==> src/rtl/vctr_fetch_pkg.sv <==
// Shared types and constants for the vector fetch stage.
package vctr_fetch_pkg;

   // Fetch sequencer states; busy is simply state != IDLE
   typedef enum logic [2:0] {
      IDLE,
      POP,
      LATCH,
      REQ,
      RESP,
      PUSH
   } state_t;

   // Word pushed in place of read data when the slave never answers
   localparam logic [31:0] TIMEOUT_PATTERN_DEF = 32'hDEAD_BEEF;

   // Counter width shared with the driver's cycle-count outputs
   localparam int CNT_W = 16;

endpackage

==> src/rtl/vctr_fetch_if.sv <==
// Address FIFO read side, master read bus and vector FIFO write side.
interface vctr_fetch_if #(
   parameter int ADDR_WIDTH = 32,
   parameter int DATA_WIDTH = 32
);
   logic                  addr_fifo_empty;
   logic [ADDR_WIDTH-1:0] addr_fifo_dout;
   logic                  addr_fifo_rd;

   logic [ADDR_WIDTH-1:0] master_addr;
   logic                  master_rd;
   logic                  master_wait;
   logic [DATA_WIDTH-1:0] master_data_in;
   logic                  master_data_in_val;

   logic                  vctr_fifo_full;
   logic [DATA_WIDTH-1:0] vctr_fifo_din;
   logic                  vctr_fifo_wr;

   // Fetch engine side
   modport master (
      input  addr_fifo_empty, addr_fifo_dout,
      input  master_wait, master_data_in, master_data_in_val,
      input  vctr_fifo_full,
      output addr_fifo_rd, master_addr, master_rd,
      output vctr_fifo_din, vctr_fifo_wr
   );

   // FIFOs / slave side
   modport slave (
      output addr_fifo_empty, addr_fifo_dout,
      output master_wait, master_data_in, master_data_in_val,
      output vctr_fifo_full,
      input  addr_fifo_rd, master_addr, master_rd,
      input  vctr_fifo_din, vctr_fifo_wr
   );
endinterface

==> src/rtl/vctr_fetch.sv <==
// Pops an address, performs one master read (with timeout), pushes the word.
module vctr_fetch
   import vctr_fetch_pkg::*;
#(
   parameter int                    ADDR_WIDTH      = 32,
   parameter int                    DATA_WIDTH      = 32,
   parameter int                    TIMEOUT_CYCLES  = 256,
   parameter logic [DATA_WIDTH-1:0] TIMEOUT_PATTERN = DATA_WIDTH'(TIMEOUT_PATTERN_DEF)
) (
   input  logic             clk,
   input  logic             reset,
   input  logic             run_program,
   vctr_fetch_if.master     bus,
   output logic             busy,
   output logic             rd_timeout,
   output logic [CNT_W-1:0] fetch_cnt
);

   localparam int TW = $clog2(TIMEOUT_CYCLES);

   state_t                state, state_nx;
   logic [ADDR_WIDTH-1:0] addr_q;
   logic [DATA_WIDTH-1:0] data_q;
   logic [TW-1:0]         timer;
   logic [CNT_W-1:0]      cnt_q;
   logic                  timer_done;

   assign timer_done = (timer == TW'(TIMEOUT_CYCLES - 1));

   // State register
   always_ff @(posedge clk) begin
      if (reset) state <= IDLE;
      else       state <= state_nx;
   end

   // Next-state: one read outstanding; full is only checked at IDLE since
   // nothing else writes the vector FIFO, so a slot is still free at PUSH
   always_comb begin
      state_nx = state;
      case (state)
         IDLE:    if (run_program && !bus.addr_fifo_empty && !bus.vctr_fifo_full)
                     state_nx = POP;
         POP:     state_nx = LATCH;
         LATCH:   state_nx = REQ;
         REQ:     if (!bus.master_wait) state_nx = RESP;
         RESP:    if (bus.master_data_in_val || timer_done) state_nx = PUSH;
         PUSH:    state_nx = IDLE;
         default: state_nx = IDLE;
      endcase
   end

   // Output decode from the state register only, never from inputs
   always_comb begin
      bus.addr_fifo_rd = (state == POP);
      bus.master_rd    = (state == REQ);
      bus.vctr_fifo_wr = (state == PUSH);
      busy             = (state != IDLE);
   end

   assign bus.master_addr   = addr_q;
   assign bus.vctr_fifo_din = data_q;
   assign fetch_cnt         = cnt_q;

   // Datapath: address latch, response capture, timeout timer, counters.
   // A valid arriving on the expiry cycle wins over the timeout.
   always_ff @(posedge clk) begin
      if (reset) begin
         addr_q     <= '0;
         data_q     <= '0;
         timer      <= '0;
         rd_timeout <= 1'b0;
         cnt_q      <= '0;
      end else begin
         case (state)
            LATCH: addr_q <= bus.addr_fifo_dout;
            REQ:   if (!bus.master_wait) timer <= '0;
            RESP: begin
               if (bus.master_data_in_val) begin
                  data_q <= bus.master_data_in;
               end else if (timer_done) begin
                  data_q     <= TIMEOUT_PATTERN;
                  rd_timeout <= 1'b1;
               end else begin
                  timer <= timer + 1'b1;
               end
            end
            PUSH:    cnt_q <= cnt_q + 1'b1;
            default: ;
         endcase
      end
   end

endmodule
==> src/flat_wrapper.sv <==
// flat-port wrapper written by rule: the top's interface ports become plain ports
module vctr_fetch_flat import vctr_fetch_pkg::*;
#(
   parameter int                    ADDR_WIDTH      = 32,
   parameter int                    DATA_WIDTH      = 32,
   parameter int                    TIMEOUT_CYCLES  = 256,
   parameter logic [DATA_WIDTH-1:0] TIMEOUT_PATTERN = DATA_WIDTH'(TIMEOUT_PATTERN_DEF)
)
  (clk, reset, run_program, busy, rd_timeout, fetch_cnt, bus_addr_fifo_empty, bus_addr_fifo_dout, bus_master_wait, bus_master_data_in, bus_master_data_in_val, bus_vctr_fifo_full, bus_addr_fifo_rd, bus_master_addr, bus_master_rd, bus_vctr_fifo_din, bus_vctr_fifo_wr);
  vctr_fetch_if #(.ADDR_WIDTH(ADDR_WIDTH), .DATA_WIDTH(DATA_WIDTH)) bus_i ();
  input  logic clk;
  input  logic reset;
  input  logic run_program;
  output logic busy;
  output logic rd_timeout;
  output logic [CNT_W-1:0] fetch_cnt;
  input wire logic [$bits(bus_i.addr_fifo_empty)-1:0] bus_addr_fifo_empty;
  input wire logic [$bits(bus_i.addr_fifo_dout)-1:0] bus_addr_fifo_dout;
  input wire logic [$bits(bus_i.master_wait)-1:0] bus_master_wait;
  input wire logic [$bits(bus_i.master_data_in)-1:0] bus_master_data_in;
  input wire logic [$bits(bus_i.master_data_in_val)-1:0] bus_master_data_in_val;
  input wire logic [$bits(bus_i.vctr_fifo_full)-1:0] bus_vctr_fifo_full;
  output wire logic [$bits(bus_i.addr_fifo_rd)-1:0] bus_addr_fifo_rd;
  output wire logic [$bits(bus_i.master_addr)-1:0] bus_master_addr;
  output wire logic [$bits(bus_i.master_rd)-1:0] bus_master_rd;
  output wire logic [$bits(bus_i.vctr_fifo_din)-1:0] bus_vctr_fifo_din;
  output wire logic [$bits(bus_i.vctr_fifo_wr)-1:0] bus_vctr_fifo_wr;
  assign bus_i.addr_fifo_empty = bus_addr_fifo_empty;
  assign bus_i.addr_fifo_dout = bus_addr_fifo_dout;
  assign bus_i.master_wait = bus_master_wait;
  assign bus_i.master_data_in = bus_master_data_in;
  assign bus_i.master_data_in_val = bus_master_data_in_val;
  assign bus_i.vctr_fifo_full = bus_vctr_fifo_full;
  assign bus_addr_fifo_rd = bus_i.addr_fifo_rd;
  assign bus_master_addr = bus_i.master_addr;
  assign bus_master_rd = bus_i.master_rd;
  assign bus_vctr_fifo_din = bus_i.vctr_fifo_din;
  assign bus_vctr_fifo_wr = bus_i.vctr_fifo_wr;
  vctr_fetch #(.ADDR_WIDTH(ADDR_WIDTH), .DATA_WIDTH(DATA_WIDTH), .TIMEOUT_CYCLES(TIMEOUT_CYCLES), .TIMEOUT_PATTERN(TIMEOUT_PATTERN)) u_core (.clk(clk), .reset(reset), .run_program(run_program), .bus(bus_i), .busy(busy), .rd_timeout(rd_timeout), .fetch_cnt(fetch_cnt));
endmodule
==> config.mk <==
export PLATFORM = sky130hd
export DESIGN_NAME = vctr_fetch_flat
export DESIGN_NICKNAME = d
export VERILOG_FILES = /design/src/rtl/vctr_fetch_pkg.sv /design/src/rtl/vctr_fetch_if.sv /design/src/rtl/vctr_fetch.sv /design/src/flat_wrapper.sv
export SDC_FILE = /design/constraint.sdc
export NUM_CORES = 1
export LEC_CHECK = 0
export ABC_CLOCK_PERIOD_IN_PS = 3540
export BUFFER_PORTS_ARGS = -buffer_cell sky130_fd_sc_hd__clkbuf_2
export CAP_MARGIN = 20
export CORE_ASPECT_RATIO = 0.9
export CORE_UTILIZATION = 51
export CTS_CLUSTER_DIAMETER = 50
export DETAILED_ROUTE_END_ITERATION = 8
export MAX_ROUTING_LAYER = met4
export PLACE_DENSITY = 0.84
export SYNTH_ARGS = -nofsm -noshare
export SYNTH_HDL_FRONTEND = slang
export SYNTH_SLANG_ARGS = --single-unit
==> constraint.sdc <==
create_clock -name clk -period 3.54 [get_ports clk]
set_input_delay 0.885 -clock clk [delete_from_list [all_inputs] [get_ports clk]]
set_output_delay 0.885 -clock clk [all_outputs]
set_load 0.005 [all_outputs]
==> impl_results.md <==
* Number of library cell types mapped by synthesis at 46
* Die footprint at 7590 µm²
* Top post-synthesis cells by area: dfxtp_1 50%, a21oi_1 10%, nand2_1 8.9%, o21a_1 5.1%, inv_1 2.9%
* Total wire length at 8750 µm
* Worst vdd ir at 0.318 mV
* Number of port buffers at 155
* Vias in the first global route at 3,030
* Power per cell area at 439 nW/µm²
* DRT Pass-1 Iters at 4
* Yosys top cell area share at 0.498
* Slew Limit Fails at 0
* Relative slew slack at 0.300
* Simple-Gate Fraction of Synth Area at 0.197
* Critical Path End Type: flop
* Outcome: completed
* Layout cells sized above 1 at 0.306
* Cts repair resizes at 0
* R2R cell count at 5
* I/O Pins at 156
* Commonest non-fill, non-tap cell in the layout: clkbuf_2
* Clk_lat worst skew at 0.35 ns
* Area of the multi-input gates at 1630 µm²
* Routed len/inst at 12.7 µm
* Final Setup Violations at 0
* CTS tree: built
* Sequential share of the synthesized area at 0.498
* Asr flop ratio synth at 0
* Synthesis-stage register bit count at 92
* Storage cell area at 1840 µm²
* Clk sink count at 92
* Global route overflow at 0
* First-pass GRT wire length at 13,500 µm
* ANT cells at 0
* Number of synthesized flops with an enable pin at 0
* Cells after synthesis at 446
* Synth warn at 0
* Core area at 7040 µm²
* H-tree depth at 3
* Post-CTS Hold Fix Bufs at 0
* Crit path kind: reg2reg
* Syn nets at 519
* Largest net degree at the start of global routing at 50
* Post-route insts no fill at 687
* Number of DRC markers in iteration 0 at 191
* Required time worst endpoint at 3.81 ns
* Total GRT Usage at 0.229
* Fmax at 0.408 GHz
* Max Root-Sink Buffers at 2
* Postcts setup bufs at 0
* CP Launch Type: flop
* Final Hold Fails at 0
* Yosys top cell by area: dfxtp_1
* Max-cap violations at 0
* Design area at 4760 µm²
* Syn Area/Cell at 8.29 µm²
* Mux share of post-synthesis cell area at 0.00305
* Effective utilization at floorplan at 0.525
* Leak pwr at 2.21 nW
* Die width at 91.7 µm
* Clock Pin Slew Worst Setup and Hold Paths at 0.09 ns
* Via density at 5.16
* Post-DP HPWL at 6390 µm
* Clock Skew at 0.00951 ns
* Most frequent cells in the layout: 155 x clkbuf_2, 92 x dfxtp_1, 88 x nand2_1
* DR vias at 3,542
* Placement Cell Area at 4510 µm²
* Row cnt at 29
* Synth Area in XOR/XNOR at 0.0261
* Die height at 82.8 µm
* CP max FO at 25
* Ys flop type: dfxtp_1
* Initial antenna violation count at 0
* Setup_tns at 0 ns
* Area growth syn-to-layout at 28.7%
* Min Clock Period, post-route at 2.45 ns
* Fillcell total at 586
* Area of the mapped netlist at 3700 µm²
* RSZ-0062 raised after global routing: no
* Worst-margin pin slew at 1.05 ns
* Routability congestion estimate at 0.908
* Placed cells at 671
* Crit path arrival time at 2.72 ns
* Largest family of logic cells by synthesized area: compound AO/OA/AOI/OAI gates
* Synth Area in Adders at 0.00677
* Hold/Removal Path Class: reg2reg
* Final Cycle Share at 0.692
* Synth Area in Compound Gates at 0.207
* TritonCTS Buffers at 9
* Hold path cells at 2
* DRC at 0
* Nets at 662
* Clk Tree Root Cell: clkbuf_8
* Post-DRT Antenna Nets at 0
## flip-flops by register name, summed over array words and instances, names as in the netlist
signal / cells
u_core.bus.master_addr: 32
u_core.bus.vctr_fifo_din: 32
u_core.fetch_cnt: 16
u_core.rd_timeout: 1
u_core.state: 3
u_core.timer: 8
## cells in the mapped netlist (5+ instances only)
library cell and n:
xnor2_1 7, a21oi_1 74, nor2_1 22, inv_1 29
clkbuf_1 15, nor3_1 5, and3_1 7, nand2_1 88
nand4_1 6, o21a_1 25, buf_2 7, o21ai_0 10
nand3_1 5, dfxtp_1 92
## report_power, final
part           switching (W)  internal, W
sequential         0.0000194      0.00106
combinational      0.0000932    0.0000765
clock               0.000366     0.000474
## metrics by stage
stage               power [W]  hold WS [ns]   util  worst slack, ns
finish                0.00209         0.457  0.676             1.09
global route          0.00218         0.481  0.676            0.902
CTS                   0.00211         0.458  0.676             1.11
detailed placement    0.00127         0.446  0.641             1.16
global placement      0.00127         0.441  0.641             1.21
floorplan             0.00119         0.443      -             1.44
## area by class of cell
type	count	share of cell area
clock inverters	7	0.0258
well taps	93	0.0245
inverters	29	0.0229
multi-input cells	297	0.343
clock buffers	9	0.0260
repair buffers	160	0.171
flip-flops and latches	92	0.387
## routing by layer
| layer | vias up | wire, µm | GRT usage |
|---|---|---|---|
| li1 | 1804 | - | - |
| met1 | 1610 | 3720 | 0.255 |
| met2 | 112 | 4420 | 0.408 |
| met3 | 16 | 423 | 0.0513 |
| met4 | 0 | 189 | 0.0891 |
| met5 | - | 0 | - |
## critical path, cell delays in order, from the launching register on
cell and delay [ns]:
dfxtp_1 0.53, or3b_1 0.59, nor2_2 0.76, buf_4 0.29
nand2_1 0.06, a21oi_1 0.14
## cell families (layout without fill, tap and decap cells)
group,count (synthesis),in the layout
buffers and inverters,57,205
flip-flops,92,92
multiplexers,1,1
adder cells (fa/ha/maj),2,2
AO/OA/AOI/OAI,128,128
XOR/XNOR,11,11
AND/OR/NAND/NOR,155,155
## final timing paths
| kind | startpoint | end | slack (ns) |
|---|---|---|---|
| hold reg to reg | u_core.bus.master_addr[0] | u_core.bus.master_addr[0] | 0.46 |
| hold / removal | u_core.bus.master_addr[0] | u_core.bus.master_addr[0] | 0.46 |
| setup / recovery | u_core.state[2] | u_core.bus.vctr_fifo_din[29] | 1.09 |
| setup reg to reg | u_core.state[2] | u_core.bus.vctr_fifo_din[29] | 1.09 |
No activity file was read; power rests on OpenSTA's default activity.
